[src/rtl/fftdisplay_loader.sv]
// fftdisplay_loader: round-robins two FFT bin streams onto a double-buffered display RAM write port.
// Define FFTDISPLAY_LOG_EN for log2-approximated pixel heights instead of linear truncation.
module fftdisplay_loader #(
    parameter int LOGFFTSIZE = 11,
    parameter int LOGDSPSIZE = 10,
    parameter int AUDIOWIDTH = 16,
    parameter int DISPLWIDTH = 8
) (
    input  logic                    clk,
    input  logic                    rst,
    input  logic                    vsync,
    input  logic                    ch0_valid,
    input  logic [LOGFFTSIZE-1:0]   ch0_index,
    input  logic [AUDIOWIDTH-1:0]   ch0_mag,
    output logic                    ch0_ready,
    input  logic                    ch1_valid,
    input  logic [LOGFFTSIZE-1:0]   ch1_index,
    input  logic [AUDIOWIDTH-1:0]   ch1_mag,
    output logic                    ch1_ready,
    output logic                    wr_en,
    output logic [LOGDSPSIZE:0]     wr_addr,
    output logic [2*DISPLWIDTH-1:0] wr_data,
    output logic [1:0]              wr_be,
    output logic                    rd_bank,
    output logic [7:0]              swap_count
);
    typedef enum logic [1:0] {IDLE, CAPT, DONE} chan_state_t;

    localparam logic [LOGFFTSIZE-1:0] LAST_BIN = LOGFFTSIZE'((1 << LOGDSPSIZE) - 1);

    chan_state_t st0_q, st0_d, st1_q, st1_d;
    logic ptr_q, ptr_d;
    logic vsync_q;
    logic vs_pend_q, vs_pend_d;
    logic rd_bank_q, rd_bank_d;
    logic [7:0] swap_count_q, swap_count_d;
    logic s1_valid_q, s1_valid_d;
    logic [LOGDSPSIZE:0] s1_addr_q, s1_addr_d;
    logic [2*DISPLWIDTH-1:0] s1_data_q, s1_data_d;
    logic [1:0] s1_be_q, s1_be_d;
    logic wr_en_q, wr_en_d;
    logic [LOGDSPSIZE:0] wr_addr_q, wr_addr_d;
    logic [2*DISPLWIDTH-1:0] wr_data_q, wr_data_d;
    logic [1:0] wr_be_q, wr_be_d;

    logic grant0, grant1, xfer0, xfer1, swap, bin_wr;
    logic [LOGFFTSIZE-1:0] sel_index;
    logic [AUDIOWIDTH-1:0] sel_mag;
    logic [DISPLWIDTH-1:0] height;

    function automatic logic bin_written(input chan_state_t st, input logic [LOGFFTSIZE-1:0] idx);
        logic wr;
        wr = 1'b0;
        case (st)
            IDLE:    wr = (idx == '0);
            CAPT:    wr = (idx <= LAST_BIN);
            default: wr = 1'b0;
        endcase
        return wr;
    endfunction

    function automatic chan_state_t bin_next(input chan_state_t st, input logic [LOGFFTSIZE-1:0] idx);
        chan_state_t nxt;
        nxt = st;
        case (st)
            IDLE:    nxt = (idx == '0) ? CAPT : IDLE;
            CAPT:    nxt = (idx == LAST_BIN) ? DONE : CAPT;
            default: nxt = DONE;
        endcase
        return nxt;
    endfunction

    // When both channels are waiting, the one that did not win last time is granted.
    always_comb begin
        grant0 = ch0_valid;
        grant1 = ch1_valid;
        if (ch0_valid && ch1_valid) begin
            grant0 = ~ptr_q;
            grant1 = ptr_q;
        end
    end

    assign ch0_ready = grant0 & ~rst;
    assign ch1_ready = grant1 & ~rst;
    assign xfer0     = ch0_valid & ch0_ready;
    assign xfer1     = ch1_valid & ch1_ready;
    assign sel_index = xfer1 ? ch1_index : ch0_index;
    assign sel_mag   = xfer1 ? ch1_mag : ch0_mag;

`ifdef FFTDISPLAY_LOG_EN
    logic [3:0] lead;
    logic [3:0] frac;
    always_comb begin
        lead = 4'd0;
        frac = 4'd0;
        for (int i = 0; i < AUDIOWIDTH; i++) begin
            if (sel_mag[i]) lead = 4'(i);
        end
        for (int k = 0; k < 4; k++) begin
            if (lead > 4'(k)) frac[3-k] = sel_mag[lead - 4'(k + 1)];
        end
        height = {lead, frac};
    end
`else
    logic unused_mag_low;
    assign height         = sel_mag[AUDIOWIDTH-1 -: DISPLWIDTH];
    assign unused_mag_low = ^sel_mag[AUDIOWIDTH-DISPLWIDTH-1:0];
`endif

    // Banks may only swap once both frames are complete and nothing is still headed for the RAM.
    assign swap = (st0_q == DONE) && (st1_q == DONE) && vs_pend_q && !s1_valid_q && !wr_en_q;

    always_comb begin
        st0_d  = st0_q;
        st1_d  = st1_q;
        ptr_d  = ptr_q;
        bin_wr = 1'b0;
        if (xfer0) begin
            bin_wr = bin_written(st0_q, ch0_index);
            st0_d  = bin_next(st0_q, ch0_index);
            ptr_d  = 1'b1;
        end
        if (xfer1) begin
            bin_wr = bin_written(st1_q, ch1_index);
            st1_d  = bin_next(st1_q, ch1_index);
            ptr_d  = 1'b0;
        end
        if (swap) begin
            st0_d = IDLE;
            st1_d = IDLE;
        end

        vs_pend_d = vs_pend_q;
        if (swap || vsync) vs_pend_d = 1'b0;
        else if (vsync_q && !vsync) vs_pend_d = 1'b1;
        rd_bank_d    = rd_bank_q ^ swap;
        swap_count_d = swap_count_q + 8'(swap);

        s1_valid_d = bin_wr;
        s1_addr_d  = {~rd_bank_q, sel_index[LOGDSPSIZE-1:0]};
        s1_data_d  = {height, height};
        s1_be_d    = bin_wr ? (xfer1 ? 2'b01 : 2'b10) : 2'b00;

        wr_en_d   = s1_valid_q;
        wr_be_d   = s1_be_q;
        wr_addr_d = s1_valid_q ? s1_addr_q : wr_addr_q;
        wr_data_d = s1_valid_q ? s1_data_q : wr_data_q;
    end

    always_ff @(posedge clk) begin
        if (rst) begin
            st0_q        <= IDLE;
            st1_q        <= IDLE;
            ptr_q        <= 1'b0;
            vsync_q      <= 1'b1;
            vs_pend_q    <= 1'b0;
            rd_bank_q    <= 1'b0;
            swap_count_q <= 8'd0;
            s1_valid_q   <= 1'b0;
            s1_addr_q    <= '0;
            s1_data_q    <= '0;
            s1_be_q      <= 2'b00;
            wr_en_q      <= 1'b0;
            wr_addr_q    <= '0;
            wr_data_q    <= '0;
            wr_be_q      <= 2'b00;
        end else begin
            st0_q        <= st0_d;
            st1_q        <= st1_d;
            ptr_q        <= ptr_d;
            vsync_q      <= vsync;
            vs_pend_q    <= vs_pend_d;
            rd_bank_q    <= rd_bank_d;
            swap_count_q <= swap_count_d;
            s1_valid_q   <= s1_valid_d;
            s1_addr_q    <= s1_addr_d;
            s1_data_q    <= s1_data_d;
            s1_be_q      <= s1_be_d;
            wr_en_q      <= wr_en_d;
            wr_addr_q    <= wr_addr_d;
            wr_data_q    <= wr_data_d;
            wr_be_q      <= wr_be_d;
        end
    end

    assign wr_en      = wr_en_q;
    assign wr_addr    = wr_addr_q;
    assign wr_data    = wr_data_q;
    assign wr_be      = wr_be_q;
    assign rd_bank    = rd_bank_q;
    assign swap_count = swap_count_q;
endmodule
[config.mk]
export PLATFORM = sky130hd
export DESIGN_NAME = fftdisplay_loader
export DESIGN_NICKNAME = d
export VERILOG_FILES = /design/src/rtl/fftdisplay_loader.sv
export SDC_FILE = /design/constraint.sdc
export NUM_CORES = 1
export LEC_CHECK = 0
export BUFFER_PORTS_ARGS = -buffer_cell sky130_fd_sc_hd__buf_2
export CAP_MARGIN = 15
export CORE_MARGIN = 1.5
export CORE_UTILIZATION = 40
export CTS_CLUSTER_SIZE = 25
export DETAILED_ROUTE_END_ITERATION = 16
export PLACE_DENSITY = 0.73
export SLEW_MARGIN = 20
export SYNTH_ARGS = -nofsm -noshare
export SYNTH_HDL_FRONTEND = slang
export SYNTH_SLANG_ARGS = --single-unit
[constraint.sdc]
create_clock -name clk -period 4.4 [get_ports clk]
set_input_delay 0.22 -clock clk [delete_from_list [all_inputs] [get_ports clk]]
set_output_delay 0.22 -clock clk [all_outputs]
set_load 0.05 [all_outputs]
Word-level counts from Yosys, hierarchy flattened
Cells that the tools add are included.

Register bits: 76. Input bits: 59. Output and inout bits: 41. Logic and storage cells: 66.

$add $sub $neg: 1. Magnitude comparators: 2. Equal/unequal tests: 6. Mux-type cells: 15. Bitwise operators: 9. Reduce and logical (&&, ||, !) cells: 18.

Operators with widths (number): $eq 11x10->1 const B (2); $le 11x10->1 const B (2); $logic_not 11->1 (2); $mux 16 (1); $mux 10 (1); $add 8x1->8 (1); $pmux 2 s2 (2); $reduce_or 2->1 (4); $logic_and 1x1->1 (6); $mux 1 (6); $mux 2 (3); $and 1x1->1 (4); $eq 2x1->1 const B (2); $eq 2x2->1 const B (2); $logic_not 2->1 (2); $not 1->1 (4); $pmux 1 s2 (2); $logic_not 1->1 (3); $logic_or 1x1->1 (1); $xor 1x1->1 (1).

Longest topological paths before layout
Depth after elaboration: 8. Depth in mapped cells: 7. Mapped depth without buffers: 7.

Worst setup path after synthesis
Ideal clock, no wire load.

Path type: flip-flop to flip-flop. From: register ptr_q. To: register st1_q[0]. Data arrival time: 2230 ps. Required time: 4285 ps. Path slack: 2054 ps. Cell stages (with the launch flop): 5. Path buffers: 0. Clock period less this slack: 2346 ps. Path through: dfxtp_1 -> nand2b_1 -> nor3b_1 -> and3b_2 -> nor4_1.

Cells in the longest elaborated chain, start to end: 3.

Ends and longest elaborated chain: start: declaration (RTL line 32) `logic ptr_q, ptr_d;`; start signal: assignment (RTL line 170) `ptr_q <= ptr_d;`; $mux 1 (RTL line 77) `if (ch0_valid && ch1_valid) begin`; $and 1x1->1 (RTL line 84) `assign ch1_ready = grant1 & ~rst;`; named net ch1_ready (RTL line 19) `output logic ch1_ready,`; $and 1x1->1 (RTL line 86) `assign xfer1 = ch1_valid & ch1_ready;`; end signal: assignment (RTL line 169) `st1_q <= st1_d;`; end: declaration (RTL line 31) `chan_state_t st0_q, st0_d, st1_q, st1_d;`.

The timed path passes the listed nets, and every way through them passes these cells. A chain may end at the register's enable or synchronous reset.

Worst setup path after layout
From: register st1_q[0]. To: register swap_count_q[5], in the netlist swap_count[5].

Cells in the longest elaborated chain, start to end: 6.

Ends and longest elaborated chain: $eq 2x2->1 (RTL line 111) `assign swap = (st0_q == DONE) && (st1_q == DONE) && vs_pend_q && !s1_valid_q && !wr_en_q;`; $logic_and 1x1->1 (4 in a row) (RTL line 111); $add 8x1->8 (RTL line 137) `swap_count_d = swap_count_q + 8'(swap);`; end signal: assignment (RTL line 174) `swap_count_q <= swap_count_d;`; end: declaration (RTL line 36) `logic [7:0] swap_count_q, swap_count_d;`.

No other way between the ends.

==> metrics <==
status=finished, final reports clean; Leak=1.34 nW; final hold violations=0; number of global-route vias before repair=1823; TritonCTS clock tree=built; CP Launch Point=st1_q[0]; setup bufs post-CTS=0; cts-stage hold buffer count=0; Synth Net Count=314; average cell area after synthesis=9.11 um^2; antenna-violating nets left=0; first-pass GRT wire length=8.34 mm; global placer's final weighted congestion=0.764; min Tclk post-route=2.03 ns; Hold/Removal Path Class=input port to flip-flop; antenna violations before repair=0; Cell Area, Synth=0.00231 mm^2; Fill cells=550; crit path kind=flip-flop to flip-flop; Final Max Slew Viols=0; CP max FO=6; total track usage=17.7%; fmax=0.492 GHz; Die X=78.9 um; Tcrit/Tclk final=46.2%; routed wire length per instance=12.5 um; Design Area, Final=0.00291 mm^2; CTS Buf Count=9; total number of vias=1950; async set-reset flop share out of synthesis=0%; DIE HEIGHT=78.9 um; Critical Path, Cell by Cell=or4b_4 -> nor3_4 -> ha_1 -> and3_1 -> nand3_1 -> xor2_1 -> nor2_1; Final Net Count=390; MaxCap Viol Count=0; most frequent cells in the layout=83 x buf_2, 60 x dfxtp_1, 43 x nand2_1; I/O Buffers=83; Max stage delay on crit path=0.56 ns; largest net degree at the start of global routing=57; Worst path slowest cell=or4b_4; Worst setup SP type=flip-flop; core area=0.00554 mm^2; setup TNS=0 ns; Req. time, crit path=4.58 ns; initial core utilization=41.6%; Final Setup Violations=0; TritonRoute pass-1 iters=5; n_diodes=0; Via-to-Cell Ratio=4.80; CTS root buf=clkbuf_8; synthesis-to-layout area growth=26.2%; final setup margin=2.37 ns; most common cell after layout, fill and taps aside=buf_2; HPWL Detailed=3.74 mm; io pins=100; DRC violations left=0; slew at the pin closest to its max-slew limit=0.958 ns; Post-synth EDFFs=0; worst slack at placement=2.36 ns; relative slew slack=36.1%; global route overflow=0; Post-DP Area=0.00271 mm^2; Distinct cells, synth=36; Hold Crit Start=vsync; CTS resizes=0; row count=27; fraction of layout cells with a size suffix above 1=31.1%; DIE AREA=0.00623 mm^2; H-Tree Depth=3; CP top delay family=simple AND/OR/NAND/NOR gates; clock transition at the registers of the reported paths=0.07 ns; RSZ-0062 raised after global routing=false; PD cells=390 mW/mm^2; Bufs on Longest Clock Path=2; Crit. End Element=flip-flop; routed wire length=5.09 mm; Peak supply drop=0.242 mV; CP Buf/Inv Count=0; Mapped Cells=253; Fin Clk Skew=0.00823 ns; ys flop type=dfxtp_1; warnings from Yosys=0; R2R Path Start=st1_q[0]; DRT iter0 DRCs=128; sequential share of the synthesized area=52.1%; Critical Path AT=2.22 ns; #FFs+latches synth=60; Sink Count=60; clk_lat worst skew=0.33 ns
-- synthesized netlist by cell type, types with 5 or more instances --
cell type	instances	area [um^2]
a21oi_1	21	105
buf_4	10	75.1
clkbuf_1	5	18.8
dfxtp_1	60	1200
mux2i_1	19	190
nand2_1	43	161
nand3_1	5	25.0
nor2_1	36	135
nor2b_1	5	31.3
nor4_1	5	31.3
-- metrics by stage --
step	power, mW	utilization, %	cells	hold WS (ns)
2_1_floorplan	0.624	-	253	0.338
3_3_place_gp	0.655	48.8	390	0.421
3_5_place_dp	0.658	48.8	390	0.425
4_1_cts	1.15	52.5	406	0.0817
5_1_grt	1.19	52.5	406	0.0886
6_report	1.14	52.5	406	0.0935
-- worst register-to-register path, delay by kind of cell, from the launching register on --
kind          cells  cell delay, ns
simple gates      5            1.19
fa+ha+maj         1            0.20
xor+xnor          1            0.14
flops             1            0.35
-- path summary, 6_finish.rpt --
check             endpoint  slack [ns]  cells past startpoint
max          swap_count[5]        2.37                      7
min                vsync_q        0.09                      2
max reg2reg  swap_count[5]        2.37                      7
min reg2reg  s1_addr_q[10]        0.44                      1
-- kinds of logic (layout without fill, tap and decap cells) --
logic type | count (synthesis) | in the layout | share of synthesized area, %
XOR/XNOR | 7 | 7 | 2.66
multiplexers | 19 | 19 | 8.25
AO/OA/AOI/OAI | 27 | 27 | 6.73
AND/OR/NAND/NOR | 116 | 116 | 23.8
adder cells (fa/ha/maj) | 2 | 2 | 1.09
flip-flops | 60 | 60 | 52.1
buffers and inverters | 22 | 103 | 5.37
-- cell type report --
type,count,area [um^2],area share [%]
Clock buffer,12,155,5.33
Clock inverter,4,47.5,1.63
Inverter,3,11.3,0.387
Multi-Input combinational cell,171,981,33.7
Sequential cell,60,1200,41.3
Tap cell,72,90.1,3.10
Timing Repair Buffer,84,423,14.5
-- state kept, by name, indices dropped and copies added, names as in the netlist, 2 cells and up --
name        count
s1_addr_q      11
wr_addr        11
s1_data_q       8
swap_count      8
wr_data         8
s1_be_q         2
st0_q           2
st1_q           2
wr_be           2
-- where the power goes --
part,leakage [nW],switching (mW),internal (mW)
registers,0.489,0.00565,0.559
logic,0.753,0.0501,0.0305
clock network,0.102,0.199,0.290
total,1.34,0.255,0.880
-- metal layers --
metal  vias up  GRT usage [%]  share of wire (%)
met3         9           4.94                6.9
met4         0           9.65                2.0
met2        63           28.3                 47
met5         -              0                  0
li1        993              -                  -
met1       885           21.4                 44
No activity file was read; power rests on OpenSTA's default activity.
